## src/rtl/alarme_pkg.sv

```systemverilog
// Shared types and parameter defaults for the multizone alarm controller.
package alarme_pkg;

  typedef enum logic [2:0] {
    StStandby  = 3'd0,
    StAlerta   = 3'd1,
    StEntrada  = 3'd2,
    StDisparo  = 3'd3,
    StSilencio = 3'd4
  } estado_e;

  localparam int unsigned NZonesDef       = 4;
  localparam int unsigned EntryDelayDef   = 8;
  localparam int unsigned SirenTimeoutDef = 64;
  localparam int unsigned LedAlertDivDef  = 4;
  localparam int unsigned LedTrigDivDef   = 1;
  localparam int unsigned SirenDivDef     = 5;

endpackage

```

## src/rtl/blink_div.sv

```systemverilog
// Registered toggle generator: holds its output for DIV enabled cycles, then toggles.
module blink_div #(
  parameter int unsigned DIV = 1
) (
  input  logic clk,
  input  logic reset,
  input  logic restart,
  input  logic en,
  input  logic init,
  output logic out
);

  localparam int unsigned CW = (DIV > 1) ? $clog2(DIV) : 1;
  localparam logic [CW-1:0] Last = CW'(DIV - 1);

  logic [CW-1:0] cnt_q;
  logic          out_q;

  // Reset loads init too, so the parent decides the post-reset level.
  always_ff @(posedge clk) begin
    if (reset || restart) begin
      cnt_q <= '0;
      out_q <= init;
    end else if (en) begin
      if (cnt_q == Last) begin
        cnt_q <= '0;
        out_q <= ~out_q;
      end else begin
        cnt_q <= cnt_q + 1'b1;
      end
    end
  end

  assign out = out_q;

endmodule

```

## src/rtl/alarme_multizona.sv

```systemverilog
// Multizone burglar alarm: arm/disarm key, entry delay, siren timeout and alarm memory.
module alarme_multizona
  import alarme_pkg::*;
#(
  parameter int unsigned N_ZONES       = NZonesDef,
  parameter int unsigned ENTRY_DELAY   = EntryDelayDef,
  parameter int unsigned SIREN_TIMEOUT = SirenTimeoutDef,
  parameter int unsigned LED_ALERT_DIV = LedAlertDivDef,
  parameter int unsigned LED_TRIG_DIV  = LedTrigDivDef,
  parameter int unsigned SIREN_DIV     = SirenDivDef
) (
  input  logic               clk,
  input  logic               reset,
  input  logic               cr,
  input  logic [N_ZONES-1:0] zones,
  input  logic [N_ZONES-1:0] zone_en,
  input  logic [N_ZONES-1:0] zone_delayed,
  output logic               sirene,
  output logic               led,
  output logic [2:0]         estado,
  output logic [N_ZONES-1:0] zone_mem
);

  localparam int unsigned EntryW = $clog2(ENTRY_DELAY + 1);
  localparam int unsigned SirenW = $clog2(SIREN_TIMEOUT + 1);
  localparam int unsigned LedMax = (LED_ALERT_DIV > LED_TRIG_DIV) ? LED_ALERT_DIV : LED_TRIG_DIV;
  localparam int unsigned LedW   = $clog2(LedMax + 1);

  localparam logic [EntryW-1:0] EntryLast = EntryW'(ENTRY_DELAY - 1);
  localparam logic [EntryW-1:0] EntryMax  = EntryW'(ENTRY_DELAY);
  localparam logic [SirenW-1:0] SirenLast = SirenW'(SIREN_TIMEOUT - 1);
  localparam logic [SirenW-1:0] SirenMax  = SirenW'(SIREN_TIMEOUT);
  localparam logic [LedW-1:0]   LedAlertLast = LedW'(LED_ALERT_DIV - 1);
  localparam logic [LedW-1:0]   LedTrigLast  = LedW'(LED_TRIG_DIV - 1);

  estado_e             state_q, state_d;
  logic                cr_q, reset_q, cr_rise;
  logic [N_ZONES-1:0]  hit, imm, dly, zone_mem_q, zone_mem_d;
  logic [EntryW-1:0]   entry_cnt_q;
  logic [SirenW-1:0]   siren_cnt_q;
  logic [LedW-1:0]     led_cnt_q, led_last;
  logic                changed, led_tick, led_init, sir_init, sir_en;

  // reset_q masks the first post-reset cycle so a key held through reset is not an arm edge.
  assign cr_rise = cr & ~cr_q & ~reset_q;
  assign hit     = zones & zone_en;
  assign imm     = hit & ~zone_delayed;
  assign dly     = hit & zone_delayed;
  assign changed = (state_d != state_q);

  always_ff @(posedge clk) begin
    if (reset) begin
      state_q     <= StStandby;
      cr_q        <= 1'b0;
      reset_q     <= 1'b1;
      zone_mem_q  <= '0;
      entry_cnt_q <= '0;
      siren_cnt_q <= '0;
      led_cnt_q   <= '0;
    end else begin
      state_q    <= state_d;
      cr_q       <= cr;
      reset_q    <= 1'b0;
      zone_mem_q <= zone_mem_d;
      if (changed) begin
        entry_cnt_q <= '0;
      end else if (state_q == StEntrada && entry_cnt_q != EntryMax) begin
        entry_cnt_q <= entry_cnt_q + 1'b1;
      end
      if (changed) begin
        siren_cnt_q <= '0;
      end else if (state_q == StDisparo && siren_cnt_q != SirenMax) begin
        siren_cnt_q <= siren_cnt_q + 1'b1;
      end
      if (changed) begin
        led_cnt_q <= '0;
      end else if (state_q != StStandby) begin
        led_cnt_q <= led_tick ? '0 : led_cnt_q + 1'b1;
      end
    end
  end

  always_comb begin
    state_d = state_q;
    case (state_q)
      StStandby: if (cr_rise) state_d = StAlerta;
      StAlerta: begin
        if (cr_rise)        state_d = StStandby;
        else if (|imm)      state_d = StDisparo;
        else if (|dly)      state_d = StEntrada;
      end
      StEntrada: begin
        if (cr_rise)                      state_d = StStandby;
        else if (|imm)                    state_d = StDisparo;
        else if (entry_cnt_q == EntryLast) state_d = StDisparo;
      end
      StDisparo: begin
        if (cr_rise)                      state_d = StStandby;
        else if (siren_cnt_q == SirenLast) state_d = StSilencio;
      end
      StSilencio: begin
        if (cr_rise)                          state_d = StStandby;
        else if ((hit & ~zone_mem_q) != '0)   state_d = StDisparo;
      end
      default: state_d = StStandby;
    endcase
  end

  always_comb begin
    zone_mem_d = zone_mem_q | hit;
    if (state_q == StStandby) zone_mem_d = cr_rise ? '0 : zone_mem_q;
  end

  always_comb begin
    led_last = (state_q == StAlerta || state_q == StSilencio) ? LedAlertLast : LedTrigLast;
    led_tick = (state_q != StStandby) && (led_cnt_q == led_last);
    led_init = reset || (state_d == StStandby);
    sir_init = !reset && (state_d == StDisparo);
    sir_en   = (state_q == StDisparo);
  end

  // The per-state LED rate comes from led_cnt_q; the LED toggler just flips on each tick.
  blink_div #(
    .DIV(1)
  ) u_led_div (
    .clk    (clk),
    .reset  (reset),
    .restart(changed),
    .en     (led_tick),
    .init   (led_init),
    .out    (led)
  );

  blink_div #(
    .DIV(SIREN_DIV)
  ) u_sir_div (
    .clk    (clk),
    .reset  (reset),
    .restart(changed),
    .en     (sir_en),
    .init   (sir_init),
    .out    (sirene)
  );

  assign estado   = state_q;
  assign zone_mem = zone_mem_q;

endmodule

```

## config.mk

```make
export PLATFORM = sky130hd
export DESIGN_NAME = alarme_multizona
export DESIGN_NICKNAME = d
export VERILOG_FILES = /design/src/rtl/alarme_pkg.sv /design/src/rtl/blink_div.sv /design/src/rtl/alarme_multizona.sv
export SDC_FILE = /design/constraint.sdc
export NUM_CORES = 1
export LEC_CHECK = 0
export BUFFER_PORTS_ARGS = -buffer_cell sky130_fd_sc_hd__buf_2
export CORE_UTILIZATION = 57
export CTS_CLUSTER_SIZE = 24
export DETAILED_ROUTE_END_ITERATION = 10
export HOLD_SLACK_MARGIN = 0.12
export PLACE_DENSITY = 0.78
export SLEW_MARGIN = 20
export SYNTH_ARGS = -nofsm -noshare
export SYNTH_HDL_FRONTEND = slang
export SYNTH_HIERARCHICAL = 1
export SYNTH_SLANG_ARGS = --single-unit
```

## constraint.sdc

```tcl
create_clock -name clk -period 3.4 [get_ports clk]
set_input_delay 0.17 -clock clk [delete_from_list [all_inputs] [get_ports clk]]
set_output_delay 0.17 -clock clk [all_outputs]
set_load 0.05 [all_outputs]
```

Word level (Yosys, flattened, before mapping)
Index checks and enable logic that the tools add are counted.
{ "classes": {"n_addsub": 5, "n_lt_le_gt_ge": 0, "n_eq_ne": 14, "bitwise": 13, "multipliers": 0, "shifts": 0, "mux": 25, "div_mod_pow": 0, "n_reduce_logical": 20} }
{ "op_table": {"columns": ["cell", "count"], "rows": [
  ["$mux 3", 13],
  ["$and 4x4->4", 4],
  ["$pmux 3 s5", 1],
  ["$eq 3x2->1 const B", 3],
  ["$mux 1", 8],
  ["$mux 4", 2],
  ["$not 4->4", 2],
  ["$reduce_or 4->1", 2],
  ["$add 7x1->7 const B", 1],
  ["$eq 7x6->1 const B", 1],
  ["$ne 7x7->1 const B", 1],
  ["$add 3x1->3 const B", 2],
  ["$eq 3x3->1 const B", 2],
  ["$logic_not 3->1", 2],
  ["$reduce_bool 2->1", 3],
  ["$add 4x1->4 const B", 1],
  ["$eq 4x3->1 const B", 1],
  ["$logic_and 1x1->1", 4],
  ["$ne 2x2->1 const B", 2],
  ["$ne 4x4->1 const B", 1],
  ["$not 1->1", 4],
  ["$or 4x4->4", 1],
  ["$reduce_and 2->1", 2],
  ["$reduce_bool 4->1", 1],
  ["other kinds (10)", 13]
]} }
{ "word_totals": {"input_bits": 15, "memories": 0, "out_inout_bits": 9, "ramBits": 0, "reg_bits": 29, "latchBits": 0, "mem_bits_ro": 0} }

Depth between registers and ports, before layout
Gate-level depths: netlist (run 1).
{ "logic_depth": {"word_depth": 11, "depth_mapped": 9, "ltp_nobuf": 8} }

Hierarchy
The synthesis (run 1) kept the hierarchy.
{ "by_module_without_submodules": {"columns": ["module", "n_inst", "cells_each", "area_per_inst_um2", "seq_area_each_um2"], "rows": [
  ["alarme_multizona", 1, 167, 1520.2, 460.4],
  ["blink_div at u_sir_div", 1, 18, 198.9, 90.1],
  ["blink_div at u_led_div", 1, 4, 48.8, 30.0]
]} }

Worst setup path before layout (run 1)
OpenSTA, ideal clock, no wires.
{ "synth_timing": {"path_type": "reg-to-reg", "startpoint": "register state_q[0] (netlist: estado[0])", "endpoint": "register u_sir_div.out_q (netlist: u_sir_div/out) (enable)", "t_required_ns": 3.141, "synth_period_minus_slack_ns": 2.729, "setup_ns": 0.259, "stages_incl_launch_ff": 9, "t_arrival_ns": 2.471, "path_buffers": 1, "setup_slack_ns": 0.671, "cell_sequence": "dfxtp_1 buf_6 nand3b_1 inv_1 o211ai_1 o211ai_2 nand3_2 a2111o_1 a311o_2"} }
{ "synth_lines": {"columns": ["element", "line_no", "source"], "rows": [
  ["start, declared", "alarme_multizona.sv:36", "estado_e state_q, state_d;"],
  ["start signal, assigned", "alarme_multizona.sv:53", "state_q <= StStandby;"],
  ["start signal, assigned", "alarme_multizona.sv:61", "state_q <= state_d;"],
  ["$eq 3x2->1 *", "alarme_multizona.sv:119", "sir_en = (state_q == StDisparo);"],
  ["via sir_en", "alarme_multizona.sv:42", "logic changed, led_tick, led_init, sir_init, sir_en;"],
  ["$pmux 3 s5 *", "alarme_multizona.sv:85", "case (state_q)"],
  ["$ne 3x3->1 *", "alarme_multizona.sv:49", "assign changed = (state_d != state_q);"],
  ["via changed", "alarme_multizona.sv:42", null],
  ["$logic_or 1x1->1 *", "blink_div.sv:21", "if (reset || restart) begin"],
  ["$reduce_bool 2->1 (no line)", null, null],
  ["$reduce_and 2->1 (no line) *", null, null],
  ["end signal, assigned", "blink_div.sv:23", "out_q <= init;"],
  ["end signal, assigned", "blink_div.sv:27", "out_q <= ~out_q;"],
  ["end, declared", "blink_div.sv:17", "logic out_q;"]
]} }
The timed path passes the listed nets; every way through them passes the cells marked *.
A chain may end at the register's enable or synchronous reset.

Worst setup path in the final report (run 1)
{ "layout_timing": {"startpoint": "register state_q[1] (netlist: estado[1])", "endpoint": "register u_sir_div.out_q (netlist: u_sir_div/out) (enable)"} }
The elaborated chain is that of the path after synthesis.

==> results of run 1 <==
-- stage by stage --
| step | cells | total power, uW | util (%) | instance area, um^2 | setup WS (ps) |
|---|---|---|---|---|---|
| 2_1_floorplan | 189 | 492 | - | 1770 | 671 |
| 3_3_place_gp | 238 | 525 | 65.7 | 1880 | 744 |
| 3_5_place_dp | 238 | 530 | 65.7 | 1880 | 678 |
| 4_1_cts | 244 | 693 | 67.7 | 1930 | 655 |
| 5_1_grt | 244 | 721 | 67.7 | 1930 | 445 |
| 6_report | 244 | 686 | 67.7 | 1930 | 666 |
-- kinds of logic after synthesis --
group / count (synthesis)
AOI/OAI and AO/OA: 52
muxes: 2
adders and majority gates: 7
xor gates and xnor gates: 12
buffers and inverters: 19
and+or+nand+nor: 69
DFF: 28
-- worst max-delay path: cells and delay by family, from the launching register on --
kind	cells	cell delay, ps
compound gates	4	1310
simple gates	2	300
flops	1	630
buf+inv	1	250
-- sequential cells by signal (all words and copies together), names as in the netlist --
name / cells
cr_q: 1
entry_cnt_q: 4
estado: 3
led_cnt_q: 3
reset_q: 1
siren_cnt_q: 7
u_led_div/out: 1
u_sir_div/cnt_q: 3
u_sir_div/out: 1
zone_mem: 4
-- metal layers --
layer | vias to the layer above | wire (um) | GRT usage [%]
met5 | - | 0 | 0
met4 | 0 | 85 | 10.9
met2 | 34 | 1900 | 45.2
li1 | 766 | - | -
met3 | 9 | 142 | 2.90
met1 | 685 | 1760 | 35.0
-- area by class of cell --
cell class	instances	area, um^2
Clock buffer	4	36.3
Fill cell	245	921
Inverter	12	45.0
Multi-Input combinational cell	142	1080
Sequential cell	28	581
Tap cell	31	38.8
Timing Repair Buffer	27	150
-- power by group --
group	total (uW)	switching, uW	leakage (uW)	internal (uW)
Sequential	359	12.3	0.000231	347
Clock	162	96.1	0.0000210	65.6
Combinational	166	111	0.000481	55.3
Total	686	219	0.000733	468
-- worst max-delay path by stage --
stage                         start            end  slack (ps)  cells past startpoint
after floorplan           estado[0]  u_sir_div/out         670                      8
after global placement    estado[1]  u_sir_div/out         740                      7
after detailed placement  estado[1]  u_sir_div/out         680                      7
after CTS                 estado[1]  u_sir_div/out         660                      7
after global routing      estado[1]  u_sir_div/out         450                      7
final                     estado[1]  u_sir_div/out         670                      7
-- synth_stat cells, drive strengths merged, types with 2 or more instances --
cell type,count
nand2,10
nor3,3
a221oi,3
o21ai,4
a31oi,2
edfxtp,2
nand2b,2
inv,12
and3,2
o31ai,2
xor2,6
buf,6
nand3b,10
or3,6
mux2i,2
dfxtp,26
o2111ai,2
a2bb2oi,2
o2111a,2
or4,2
a32oi,2
nand4,2
xnor2,6
a21oi,7
ha,7
a211oi,14
o211ai,6
nor2,11
nand3,12
==> metrics.txt, run 1 <==
cell count of the worst reg-to-reg path=7; unrepaired setup endpoints after global routing=false; TNS Setup=0 ps; TritonCTS clock tree=yes; WHS=about 160 ps; CP max FO=14; Arrival @ worst endpoint=approximately 2800 ps; fin nets=236; post-synthesis async set-or-reset flop share=0%; antenna-violating nets left=0; Cell Pwr Density=approximately 360 nW/um^2; hold_buf cts=2; largest family of logic cells by synthesized area=compound AO/OA/AOI/OAI gates; Crit Reg-Reg Startpoint=estado[1]; die extent in y=between 50 and 60 um; fmax=~370 MHz; register area share after synthesis=between 30% and 40%; CP max-delay cell=dfxtp_1; Pre-antenna DRT Iters=7; die width=57.7 um; gr ovfl total=0; setup repair bufs after CTS=0; Compound-Gate Fraction of Synth Area=between 20 and 25%; Post-synth EDFFs=2; crit share post-route=between 80% and 90%; setup violators final=0; Longest Clk Path Bufs=2; worst min-delay path class=in -> reg; Synth Area in XOR/XNOR=between 5 and 6%; max-cap violations=0; clk slew on worst S/H paths=between 100 and 150 ps; CP Class=reg -> reg; area leader, netlist=dfxtp_1; min Tclk post-route=between 2000 and 3000 ps; Port Buf Inserts=23; crit path launch type=register; #FFs+latches synth=28; global-route wire length before repair=between 6000 and 7000 um; Ports=24; routed vias/inst=6.12; Iter 0 DRT Violations=87; post_cts resized=0; Synth Flop Type=dfxtp_1; Worst EP required=approximately 3500 ps; Layout area overhead=9.27%; Mapped Cells=between 150 and 200; DP HPWL=2990 um; Wirelength per Cell=between 15 and 20 um; post-synthesis simple-gate area fraction=24.2%; final WL=roughly 3900 um; H-tree levels=1; drt drc=3; synth top area cells=dfxtp_1 29%, ha_1 5.0%, a211oi_1 4.7%; Post-Synth Adder-Cell Area=roughly 5%; static leakage=roughly 0.00073 uW; r2r setup slk=between 600 and 700 ps; syn nets=roughly 210; worst-margin pin slew=~630 ps; number of diodes=0; clock tree root driver cell=clkbuf_4; Starting Density=about three fifths; Ys Warns=6; Worst Hold Path Cells=3; Hold Path Origin=zone_en[3]; Max IR drop VDD=0.000263 V; CP most frequent cell=o211ai_1; Final Max Tran Viols=0; WHS Endpoint=zone_mem[3]; Tot GR Track Use=between 20% and 30%; num rows=19; Mapped Avg Cell Area=between 9 and 10 um^2; clock sinks=28; crit-path cells=nand3b_1 > inv_1 > o211ai_1 > o211ai_1 > nor2_1 > a2111o_1 > a311o_2; largest net degree at the start of global routing=16; Slew Limit Headroom=between 50 and 60%; multiplexer share of the synthesized area=under 10%; endpoint class of the critical path=register; Slowest Stage Delay on Critical Path=about 630 ps; final hold violations=0; die area=3330 um^2; Cell Area, Synth=roughly 1800 um^2; Synth top area share=between 20% and 30%; violations in the final reports=DRC; worst skew pair latency=~330 ps; Core Footprint=about 2900 um^2; routability cong.=a little under 0.9; initial antenna violation count=0; commonest non-fill, non-tap cells in the layout=26 x dfxtp_1, 23 x buf_2, 12 x inv_1; layout cells sized above 1=a little under a quarter; outcome=complete, but fails checks; CTS Buf Count=3; Clock Skew=11.3 ps; vias in the first global route=~1500; Synth cell types=56; via count=between 1000 and 1500; most common cell after layout, fill and taps aside=dfxtp_1; R2R Path End=u_sir_div/out
Note: power is estimated with default switching activity, not from simulation.
==> run 2: changes to the inputs <==
--- a/config.mk
+++ b/config.mk
@@ -6,11 +6,11 @@
 export NUM_CORES = 1
 export LEC_CHECK = 0
 export BUFFER_PORTS_ARGS = -buffer_cell sky130_fd_sc_hd__buf_2
-export CORE_UTILIZATION = 57
+export CORE_UTILIZATION = 51
 export CTS_CLUSTER_SIZE = 24
 export DETAILED_ROUTE_END_ITERATION = 10
 export HOLD_SLACK_MARGIN = 0.12
-export PLACE_DENSITY = 0.78
+export PLACE_DENSITY = 0.74
 export SLEW_MARGIN = 20
 export SYNTH_ARGS = -nofsm -noshare
 export SYNTH_HDL_FRONTEND = slang
==> constraint.sdc (replaced) <==
create_clock -name clk -period 2.4 [get_ports clk]
set_input_delay 0.12 -clock clk [delete_from_list [all_inputs] [get_ports clk]]
set_output_delay 0.12 -clock clk [all_outputs]
set_load 0.05 [all_outputs]
==> run 2 against run 1 <==
  * The run now ends clean
  * First-iteration DRC count rose by 5.7%
  * Critical endpoint unchanged
  * Global-route usage down 2.4 points
  * Combinational power is 65% higher
  * Sequential cell count stayed put
  * Clock-buffer cell count unchanged
  * Maximum frequency grew 15%
  * Register-to-register slack lost 640 ps
  * Via count increased by 13%
  * Clock power grew 29%
  * Worst setup slack got worse by 640 ps
==> metrics.txt, run 2 (synthesis gave the netlist of run 1 again) <==
global-route wire length before repair=6610 um (-3.8%); WHS=192 ps (+31.1 ps); Cell Pwr Density=454 nW/um^2 (+28%); initial antenna violation count=0 (unchanged); Iter 0 DRT Violations=92 (+5.7%); crit share post-route=98.7% (+18 points); clk slew on worst S/H paths=160 ps (+20 ps); Arrival @ worst endpoint=2470 ps (-360 ps); crit path launch type=register; Final Max Tran Viols=0 (unchanged); min Tclk post-route=2370 ps (-364 ps); num rows=21 (+2); static leakage=0.000835 uW (+14%); layout cells sized above 1=35.6% (+13 points); routability cong.=0.967 (+9.2%); fin nets=259 (+9.7%); Port Buf Inserts=23 (unchanged); CP max FO=5 (-9); commonest non-fill, non-tap cells in the layout=23 x buf_2, 20 x buf_4, 14 x dfxtp_1; Pre-antenna DRT Iters=4 (-3); Wirelength per Cell=15.7 um (-1.4%); Layout area overhead=23.7%; largest reg by FF count=siren_cnt_q; TritonCTS clock tree=yes; die area=3710 um^2 (+11%); DP HPWL=3180 um (+6.4%); Clock Skew=4.15 ps (-7.12 ps); Layout Cells excl Fill=282 (+16%); fmax=422 MHz (+15%); placed cell count=268 (+13%); Ports=24 (unchanged); vias in the first global route=1476 (+0.68%); Worst EP required=2500 ps (-990 ps); Tot GR Track Use=24.3% (-2.4 points); CTS Buf Count=3 (unchanged); max-cap violations=0 (unchanged); worst min-delay path class=in -> reg; die width=60.9 um (+5.5%); clock sinks=28 (unchanged); final WL=4430 um (+14%); Starting Density=53.0% (-9.0 points); clock tree root driver cell=clkbuf_4; Final Power=993 uW (+45%); Core Footprint=3340 um^2 (+17%); unrepaired setup endpoints after global routing=true; die extent in y=60.9 um (+5.5%); H-tree levels=1 (unchanged); worst-margin pin slew=497 ps (-133 ps); number of diodes=0 (unchanged); final hold violations=0 (unchanged); via count=1691 (+13%); endpoint class of the critical path=register; setup violators final=0 (unchanged); Slew Limit Headroom=66.8% (+9.1 points); max FFs per register=7 (unchanged); drt drc=0 (-3); CP Class=reg -> reg; outcome=finished, final reports clean; Max IR drop VDD=0.000219 V (-17%); Longest Clk Path Bufs=2 (unchanged); routed vias/inst=6.00 (-2.1%); most common cell after layout, fill and taps aside=buf_2; antenna-violating nets left=0 (unchanged); worst skew pair latency=330 ps (about the same); TNS Setup=0 ps (unchanged); largest net degree at the start of global routing=16 (unchanged); gr ovfl total=0 (unchanged)
[run 2: cell type report]
cell class,instances,area (um^2)
tap,46,57.6
fill,290,1150
timing repair buffer,50,330
multi-input combinational,142,1120
inverter,12,45.0
clock buffer,4,26.3
sequential,28,603
[run 2: layer usage]
layer	global-route usage, %	up-vias	routed length, um
li1	-	811	-
met1	30.9	802	1880
met2	42.1	66	2200
met3	3.20	12	254
met4	8.77	0	101
met5	0	-	0
[run 2: what timing repair did]
action | in CTS | in global routing
buffers inserted | 0 | 4
endpoints found under the hold margin | 4 | 0
endpoints found under the setup margin | 2 | 7
resized for setup | 1 | 12
gates cloned | 0 | 0
pin swaps | 0 | 5
hold buffers | 6 | 0
[run 2: per-stage QoR]
stage | setup WS, ps | area, um^2 | util (%)
after global placement | 79.4 | 2020 | 60.6
after global routing | -13.9 | 2190 | 65.5
after floorplan | -10.0 | 1780 | -
after detailed placement | 19.3 | 2020 | 60.6
final | 30.3 | 2190 | 65.5
after CTS | 21.4 | 2120 | 63.4
[run 2: path summary, 6_finish.rpt]
| check | from | to | slack (ps) | cells after the start |
|---|---|---|---|---|
| worst min-delay path | zone_en[2] | zone_mem[2] | 190 | 5 |
| worst min register to register | zone_mem[2] | zone_mem[2] | 520 | 2 |
| worst max register to register | reset_q | u_sir_div/out | 30 | 6 |
| worst max-delay path | reset_q | u_sir_div/out | 30 | 6 |
[run 2: power breakdown]
group          switching (uW)  internal, uW
Combinational             169           105
Sequential               19.0           491
Clock                     144          65.2
[run 2: worst max-delay path: stages (launching register included)]
cell and delay, ps:
dfxtp_2 370, or3b_4 430, o211ai_1 170, o21a_1 210, nand3_2 90, a2111o_1 490
a311o_2 380
